## src/rtl/ahb_bus_arbiter.sv

```systemverilog
// Round-robin AHB arbiter with burst/lock protection and registered grant, owner and lock outputs.
// Define ARB_FIXED_PRIORITY_EN for fixed priority (lowest requesting index wins) instead of round-robin.
module ahb_bus_arbiter #(
  parameter int NUM_MASTERS    = 4,
  parameter int DEFAULT_MASTER = 0
) (
  input  logic                   HCLK,
  input  logic                   HRESETn,
  input  logic [NUM_MASTERS-1:0] HBUSREQ,
  input  logic [NUM_MASTERS-1:0] HLOCK,
  input  logic [1:0]             HTRANS,
  input  logic [2:0]             HBURST,
  input  logic                   HREADY,
  input  logic                   HRESP,
  output logic [NUM_MASTERS-1:0] HGRANT,
  output logic [2:0]             HMASTER,
  output logic                   HMASTLOCK
);

  localparam logic [1:0] TRANS_BUSY   = 2'b01;
  localparam logic [1:0] TRANS_NONSEQ = 2'b10;
  localparam logic [1:0] TRANS_SEQ    = 2'b11;
  localparam logic [2:0] BURST_INCR   = 3'b001;
  localparam logic [NUM_MASTERS-1:0] DEFAULT_GRANT = NUM_MASTERS'(1) << DEFAULT_MASTER;

  logic [NUM_MASTERS-1:0] hgrant_q, hgrant_d;
  logic [2:0]             hmaster_q, hmaster_d;
  logic                   hmastlock_q, hmastlock_d;
  logic [4:0]             beats_left_q, beats_left_d;
  logic                   incr_q, incr_d;
`ifndef ARB_FIXED_PRIORITY_EN
  logic [2:0]             last_owner_q, last_owner_d;
`endif

  logic       fixed_burst;
  logic [4:0] burst_len_m1;
  logic       owner_lock;
  logic       owner_req;
  logic [2:0] grant_idx;
  logic       hold;
  logic       rearb;
  logic [2:0] win_idx;
  logic       win_valid;

  always_comb begin
    fixed_burst  = (HBURST[2:1] != 2'b00);
    burst_len_m1 = 5'd0;
    case (HBURST[2:1])
      2'b01:   burst_len_m1 = 5'd3;
      2'b10:   burst_len_m1 = 5'd7;
      2'b11:   burst_len_m1 = 5'd15;
      default: burst_len_m1 = 5'd0;
    endcase

    owner_lock = 1'b0;
    owner_req  = 1'b0;
    grant_idx  = 3'd0;
    for (int i = 0; i < NUM_MASTERS; i++) begin
      if (hmaster_q == 3'(i)) begin
        owner_lock = HLOCK[i];
        owner_req  = HBUSREQ[i];
      end
      if (hgrant_q[i]) grant_idx = 3'(i);
    end

    beats_left_d = beats_left_q;
    incr_d       = incr_q;
    if (HREADY) begin
      case (HTRANS)
        TRANS_NONSEQ: begin
          beats_left_d = fixed_burst ? burst_len_m1 : 5'd0;
          incr_d       = (HBURST == BURST_INCR);
        end
        TRANS_SEQ: begin
          beats_left_d = (beats_left_q != 5'd0) ? beats_left_q - 5'd1 : 5'd0;
          incr_d       = (HBURST == BURST_INCR);
        end
        default: ;
      endcase
    end else if (HRESP) begin
      // An ERROR response aborts the burst so the next ready edge may hand the bus over.
      beats_left_d = 5'd0;
    end

    hold = (hmastlock_q && owner_lock)
        || (beats_left_d > 5'd1)
        || (incr_d && owner_req)
        || ((HTRANS == TRANS_BUSY) && fixed_burst && (beats_left_q != 5'd0));
    rearb = HREADY && !hold;

    win_idx   = 3'(DEFAULT_MASTER);
    win_valid = 1'b0;
`ifdef ARB_FIXED_PRIORITY_EN
    for (int i = NUM_MASTERS - 1; i >= 0; i--) begin
      if (HBUSREQ[i]) begin
        win_idx   = 3'(i);
        win_valid = 1'b1;
      end
    end
`else
    // Search starts just after the previous real winner and wraps, so the last owner goes last.
    for (int i = 1; i <= NUM_MASTERS; i++) begin
      for (int j = 0; j < NUM_MASTERS; j++) begin
        if (!win_valid && HBUSREQ[j] && (j == (int'(last_owner_q) + i) % NUM_MASTERS)) begin
          win_idx   = 3'(j);
          win_valid = 1'b1;
        end
      end
    end
    last_owner_d = (rearb && win_valid) ? win_idx : last_owner_q;
`endif

    hgrant_d = hgrant_q;
    if (rearb) begin
      hgrant_d = '0;
      for (int i = 0; i < NUM_MASTERS; i++) begin
        if (win_idx == 3'(i)) hgrant_d[i] = 1'b1;
      end
    end

    hmaster_d   = HREADY ? grant_idx : hmaster_q;
    hmastlock_d = HREADY ? |(HLOCK & hgrant_q) : hmastlock_q;
  end

  always_ff @(posedge HCLK or negedge HRESETn) begin
    if (!HRESETn) begin
      hgrant_q     <= DEFAULT_GRANT;
      hmaster_q    <= 3'(DEFAULT_MASTER);
      hmastlock_q  <= 1'b0;
      beats_left_q <= 5'd0;
      incr_q       <= 1'b0;
`ifndef ARB_FIXED_PRIORITY_EN
      last_owner_q <= 3'(DEFAULT_MASTER);
`endif
    end else begin
      hgrant_q     <= hgrant_d;
      hmaster_q    <= hmaster_d;
      hmastlock_q  <= hmastlock_d;
      beats_left_q <= beats_left_d;
      incr_q       <= incr_d;
`ifndef ARB_FIXED_PRIORITY_EN
      last_owner_q <= last_owner_d;
`endif
    end
  end

  assign HGRANT    = hgrant_q;
  assign HMASTER   = hmaster_q;
  assign HMASTLOCK = hmastlock_q;

endmodule

```

## config.mk

```make
export PLATFORM = sky130hd
export DESIGN_NAME = ahb_bus_arbiter
export DESIGN_NICKNAME = d
export VERILOG_FILES = /design/src/rtl/ahb_bus_arbiter.sv
export SDC_FILE = /design/constraint.sdc
export NUM_CORES = 1
export LEC_CHECK = 0
export ABC_AREA = 1
export BUFFER_PORTS_ARGS = -buffer_cell sky130_fd_sc_hd__buf_2
export CORE_MARGIN = 2
export CORE_UTILIZATION = 48
export DETAILED_ROUTE_END_ITERATION = 16
export PLACE_DENSITY = 0.81
export RECOVER_POWER = 50
export SLEW_MARGIN = 20
export SYNTH_ARGS = -nofsm -noshare
export SYNTH_HDL_FRONTEND = slang
export SYNTH_SLANG_ARGS = --single-unit
```

## constraint.sdc

```tcl
create_clock -name HCLK -period 1.75 [get_ports HCLK]
set_input_delay 0.175 -clock HCLK [delete_from_list [all_inputs] [get_ports HCLK]]
set_output_delay 0.175 -clock HCLK [all_outputs]
set_load 0.01 [all_outputs]
```

* Word level (Yosys, flattened, before mapping)
Cells that the tools add are included.
Storage, ports and cells: register bits after elaboration 16, bits in latches 0, bits in writable memories 0, bits in read-only memories 0, input port bits 17, output and inout port bits 8, word-level logic and storage cells 166, memories 0
Cells by class: $add $sub $neg 5, $mul 0, divide/modulo/power cells 0, $lt $le $gt $ge 1, eq/ne operators 25, shift-type cells 0, mux-type cells 54, bitwise logic cells 5, reduce and logical (&&, ||, !) cells 70
Operators with widths (count):
- $logic_not A32 Y1 | 4
- $mux W3 | 16
- $logic_and A1 B1 Y1 | 37
- $mux W1 | 32
- $eq A3 B3 Y1 const A | 8
- $mux W5 | 4
- $logic_not A1 Y1 | 16
- $eq A2 B3 Y1 const A | 4
- $eq A3 B2 Y1 const B | 4
- $pmux W4 S3 | 1
- $pmux W5 S2 | 1
- $reduce_or A2 Y1 | 5
- $eq A3 B1 Y1 const B | 3
- $eq A2 B2 Y1 const B | 4
- $logic_not A3 Y1 | 2
- $gt A5 B1 Y1 const B | 1
- $reduce_bool A5 Y1 | 1
- $sub A5 B1 Y5 const B | 1
- $add A2 B1 Y2 const B | 2
- $add A2 B2 Y2 const B | 2
- $and A1 B1 Y1 const A | 4
- $and A4 B4 Y4 | 1
- $eq A2 B1 Y1 const B | 2
- $reduce_or A4 Y1 | 1
- 2 further kinds | 4

* Logic depth before layout (Yosys ltp)
depth after elaboration 68, gate-level depth with buffers 15, gate-level depth less buffers 15

* Least setup slack after synthesis
OpenSTA, ideal clock, no wires.
path type flip-flop to flip-flop, start register beats_left_q[0], end register last_owner_q[1], setup time 0.116 ns, arrival 1.728 ns, data required time 1.634 ns, path slack -0.094 ns, stages on the path, launching flop included 14, buffers on the path 0, period minus slack after synthesis 1.844 ns, cell sequence dfrtp_1 -> inv_1 -> ha_1 -> nand2_1 -> nor2_1 -> nand2_1 -> nand2_1 -> o21ai_0 -> a22oi_1 -> nand4_1 -> inv_2 -> o21ai_1 -> nand2_1 -> nand2_1
Between the ends: cells in the longest elaborated chain, start to end 11, elaborated cells between the ends (all ways) 14, classes of those cells add/sub (1); order compare (1); mux (4); reduce/logical (8)
RTL lines:
- start: declaration | RTL line 29 | logic [4:0] beats_left_q, beats_left_d;
- start signal: assignment | RTL line 139 | beats_left_q <= beats_left_d;
- $sub A5 B1 Y5 or $reduce_bool A5 Y1 (tied branches) | RTL line 75, 88
- $mux W5 | RTL line 75 | beats_left_d = (beats_left_q != 5'd0) ? beats_left_q - 5'd1 : 5'd0;
- $pmux W5 S2 | RTL line 69 | case (HTRANS)
- $mux W5 | RTL line 68 | if (HREADY) begin
- $gt A5 B1 Y1 | RTL line 86 | || (beats_left_d > 5'd1)
- $logic_or A1 B1 Y1 | RTL line 86
- $logic_or A1 B1 Y1 | RTL line 87 | || (incr_d && owner_req)
- $logic_or A1 B1 Y1 (*) | RTL line 88 | || ((HTRANS == TRANS_BUSY) && fixed_burst && (beats_left_q != 5'd0));
- $logic_not A1 Y1 (*) | RTL line 89 | rearb = HREADY && !hold;
- $logic_and A1 B1 Y1 (*) | RTL line 89
- $logic_and A1 B1 Y1 (*) | RTL line 110 | last_owner_d = (rearb && win_valid) ? win_idx : last_owner_q;
- end signal: assignment | RTL line 133 | last_owner_q <= 3'(DEFAULT_MASTER);
- end signal: assignment | RTL line 142 | last_owner_q <= last_owner_d;
- end: declaration | RTL line 32 | logic [2:0] last_owner_q, last_owner_d;
Every way passes the cells marked *; elsewhere a longest branch is shown, timed or not. A chain may end at the register's enable or synchronous reset.

* Final worst setup path
start register last_owner_q[1], end register hgrant_q[3], in the netlist HGRANT[3]
Between the ends: cells in the longest elaborated chain, start to end 68, elaborated cells between the ends (all ways) 106, classes of those cells add/sub (4); eq/ne (13); mux (31); bitwise (4); reduce/logical (54)
RTL lines:
- $add A2 B1 Y2 | RTL line 104 | if (!win_valid && HBUSREQ[j] && (j == (int'(last_owner_q) + i) % NUM_MASTERS)) begin
- $reduce_or A2 Y1 (no line)
- $and A1 B1 Y1 (no line)
- $logic_not A32 Y1 | RTL line 104
- $logic_and A1 B1 Y1 | RTL line 104
- $mux W1 | RTL line 104
- $logic_not A1 Y1 | RTL line 104
- $logic_and A1 B1 Y1 (2 in series) | RTL line 104
- (+49 left out)
- $logic_not A1 Y1 | RTL line 104
- $logic_and A1 B1 Y1 (2 in series) | RTL line 104
- $mux W1 | RTL line 104
- $logic_not A1 Y1 | RTL line 104
- $logic_and A1 B1 Y1 (2 in series) | RTL line 104
- $mux W3 (*) | RTL line 104
- $eq A3 B2 Y1 (*) | RTL line 117 | if (win_idx == 3'(i)) hgrant_d[i] = 1'b1;
- $mux W1 (*) | RTL line 117
- end signal: assignment | RTL line 136 | hgrant_q <= hgrant_d;
- end: declaration | RTL line 26 | logic [NUM_MASTERS-1:0] hgrant_q, hgrant_d;
Marks and branches as above.

==> out/metrics.cfg <==
[critical_path]
cp_data_arrival_time_ns = 2.14
cp_data_required_time_ns = 1.99
critPathKind = register to register
setup.worst_path.end_class = register
r2r_cells = 14
rr_endpoint = HGRANT[3]
path_max_fanout = 7
critical_path.reg2reg.startpoint = last_owner_q[1]
worstSetupStartpointType = register
rrSetupSlack_ns = -0.15

[detailed_routing]
drt_wl_total_um = 2863
drt_first_pass_iters = 4
num_vias = 1333
post_drt_via_cell_ratio = 5.419
ant_nets = 0
routed_wire_length_per_instance_um = 11.64
drc = 0
initialDrtViolationCount = 56

[yosys]
netlist.area_leader.share = 0.3008
mappedNetlistArea_um2 = 1165
async_reset_ff_frac = 1.000
synth.top_cells.by_area = sky130_fd_sc_hd__dfrtp_1 (30%), sky130_fd_sc_hd__nand2_1 (14%), sky130_fd_sc_hd__inv_1 (9.3%), sky130_fd_sc_hd__nor2_1 (7.7%), sky130_fd_sc_hd__nand3_1 (6.0%)
synth.yosys.seq_area_share = 0.3233
post_syn_instances = 180
yosys_warnings = 0
post_syn_area_per_cell_um2 = 6.471
post_synth_edffs = 0
synth_seq_cells = 15
post-synth-top-count-cell = sky130_fd_sc_hd__nand2_1
synth_fp_nets = 198
postSynth.topFlopCell = sky130_fd_sc_hd__dfrtp_1
synthTopCellsByCount = sky130_fd_sc_hd__nand2_1 (43), sky130_fd_sc_hd__inv_1 (29), sky130_fd_sc_hd__nor2_1 (24), sky130_fd_sc_hd__dfrtp_1 (14), sky130_fd_sc_hd__nand3_1 (14)
netlist.top_cell.by_area = sky130_fd_sc_hd__dfrtp_1
count_of_unique_library_cells_instantiated_by_yosys = 29

[global_routing]
grt-ovfl-total = 0
grt_pass1_wl_um = 4650
pin_count_of_the_biggest_net_entering_global_routing = 16
initial_antenna_violation_count = 0
grt_pass1_vias = 1174
grt.total_usage = 0.2208

[die]
pin_count = 25
die_height_um = 53.26
initial_utilization = 0.5166
placeableCoreArea_um2 = 2255
die_area_um2 = 2837
die_x_um = 53.26
placement_rows = 17

[power_and_ir_drop]
p_per_area_nw_per_um2 = 1244
peakVddDrop_mv = 0.8092
p_sw_frac = 0.4725
power_switching_uw = 858.2
fraction_of_power_consumed_by_the_clock_network = 0.112
power.combinational.fraction = 0.578
p_int_uw = 958.2
leakagePower_uw = 0.0007792
seq_power_share = 0.310

[worst_hold_path]
worstHoldEndpoint = beats_left_q[4]
timing.hold.worst_path_depth = 2
timing.hold.worst.class = input pin to register
min_from = HRESP

[timing]
holdWs_ns = 0.08202
timing.final.crit_share = 1.083
setup_slack_ns = -0.1452
fin_worst_skew_ns = 0.007751
finalSetupViolCount = 6
fmax_mhz = 527.6
timing.max_slew.rel_slack = 0.4545
rsz0062_at_grt = true
finalMaxSlewViolations = 0
slew_at_the_pin_closest_to_its_max_slew_limit_ns = 0.8182
hold_viol_final = 0
post-route-min-period_ns = 1.895

[final_layout]
fill_cells = 216
final-seq-area_um2 = 377.9
drive_gt1_frac = 0.2752
multi_input_area_um2 = 685.7
finish.net_count = 237
n_antenna_cell = 0
area_growth_pct = 25.35

[placement]
gpl.final_weighted_congestion = 0.8522
hpwl_um = 2361
detailedPlace.worstSlack_ns = -0.2010
placement.io_buffers = 23

[clock_tree]
tritoncts = built
clock_latency_late_sink_ns = 0.29
h-tree-depth = 1
clkTransAtPathRegs_ns = 0.10
clock_tree.buffer_depth = 2
cts_made_buffers = 3
cts.sink_count = 15
cts.root.buffer_cell = sky130_fd_sc_hd__clkbuf_4

[status]
status = finished with violations
violations = setup timing

[job]
maximum_capacitance_violations = 0

## layout by cell type (no fill, tap or decap), drive strengths merged, types with 3 or more instances in the layout
master and instances:
inv 32, nand3 14, clkbuf 4, nor2 27, o21ai 10, a22oi 3
nand4 10, buf 34, a21oi 6, o211ai 3, dfrtp 14, nand2 45
nor3 5
## worst max path at each step
stage                          from         endpoint  cells after the start
finish              last_owner_q[1]        HGRANT[3]                     14
global route        beats_left_q[0]  last_owner_q[1]                     15
CTS                 beats_left_q[0]  last_owner_q[1]                     15
detailed placement  beats_left_q[0]  last_owner_q[0]                     15
global placement    beats_left_q[0]  last_owner_q[1]                     13
floorplan           beats_left_q[0]  last_owner_q[1]                     15
## final cells by class
cell class,instances,share of cell area
clock inverters,1,0.003428
repair buffers,36,0.1465
inverters,32,0.08226
multi-input cells,131,0.4696
clock buffers,3,0.01542
well taps,28,0.02399
flip-flops and latches,15,0.2588
## repair_timing
action                                 in CTS  in global routing
pin swaps                                   8                  4
setup endpoints to repair                   6                  6
hold buffers                                1                  0
resized for setup                           4                  2
endpoints found under the hold margin      14                  0
setup buffers                               1                  0
## cell families (layout without fill, tap and decap cells)
kind of cell,count (synthesis),count (layout),share of synthesized area
simple gates,101,101,0.3974
compound gates,26,26,0.1364
buf+inv,34,72,0.1138
other cells,1,1,0.003219
fa+ha+maj,1,1,0.01074
flops,15,15,0.3233
xor+xnor,2,2,0.01504
## critical path: stages, from the launching register on
cell	delay (ns)
sky130_fd_sc_hd__dfrtp_1	0.46
sky130_fd_sc_hd__inv_1	0.09
sky130_fd_sc_hd__nand3_1	0.09
sky130_fd_sc_hd__nand2_2	0.09
sky130_fd_sc_hd__nor2_4	0.13
sky130_fd_sc_hd__nand4_2	0.11
sky130_fd_sc_hd__nor2_2	0.11
sky130_fd_sc_hd__nand4_2	0.12
sky130_fd_sc_hd__nor2_2	0.16
sky130_fd_sc_hd__nand3_1	0.09
sky130_fd_sc_hd__nand2_1	0.12
sky130_fd_sc_hd__inv_2	0.05
sky130_fd_sc_hd__nand2_1	0.09
sky130_fd_sc_hd__nand3_1	0.08
sky130_fd_sc_hd__nand2_1	0.06
## state kept, by name, indices dropped and copies added, names as in the netlist
register and cells:
HGRANT 4, HMASTLOCK 1, HMASTER 2, incr_q 1, beats_left_q 5, last_owner_q 2
## layer usage
metal | GRT usage | share of wire
met1 | 0.2661 | 0.42
met4 | 0.08974 | 0.0087
met3 | 0.01977 | 0.053
met2 | 0.3971 | 0.52
met5 | 0 | 0
## per-stage QoR
stage | power (µW) | utilization | instances | TNS [ns] | instance area, µm²
global route | 1971 | 0.6476 | 246 | -1.926 | 1460
global placement | 1541 | 0.6215 | 240 | -0.3905 | 1401
finish | 1816 | 0.6476 | 246 | -0.7188 | 1460
floorplan | 1247 | - | 180 | -0.1209 | 1181
detailed placement | 1586 | 0.6215 | 240 | -1.091 | 1401
CTS | 1809 | 0.6459 | 246 | -0.8488 | 1456
## power groups by stage
stage	Sequential, µW	Combinational [µW]	Clock [µW]
finish	563	1050	204
global route	578	1170	221
CTS	560	1040	206
detailed placement	561	1020	0
global placement	561	981	0
floorplan	576	671	0
No activity file was read; power rests on OpenSTA's default activity.
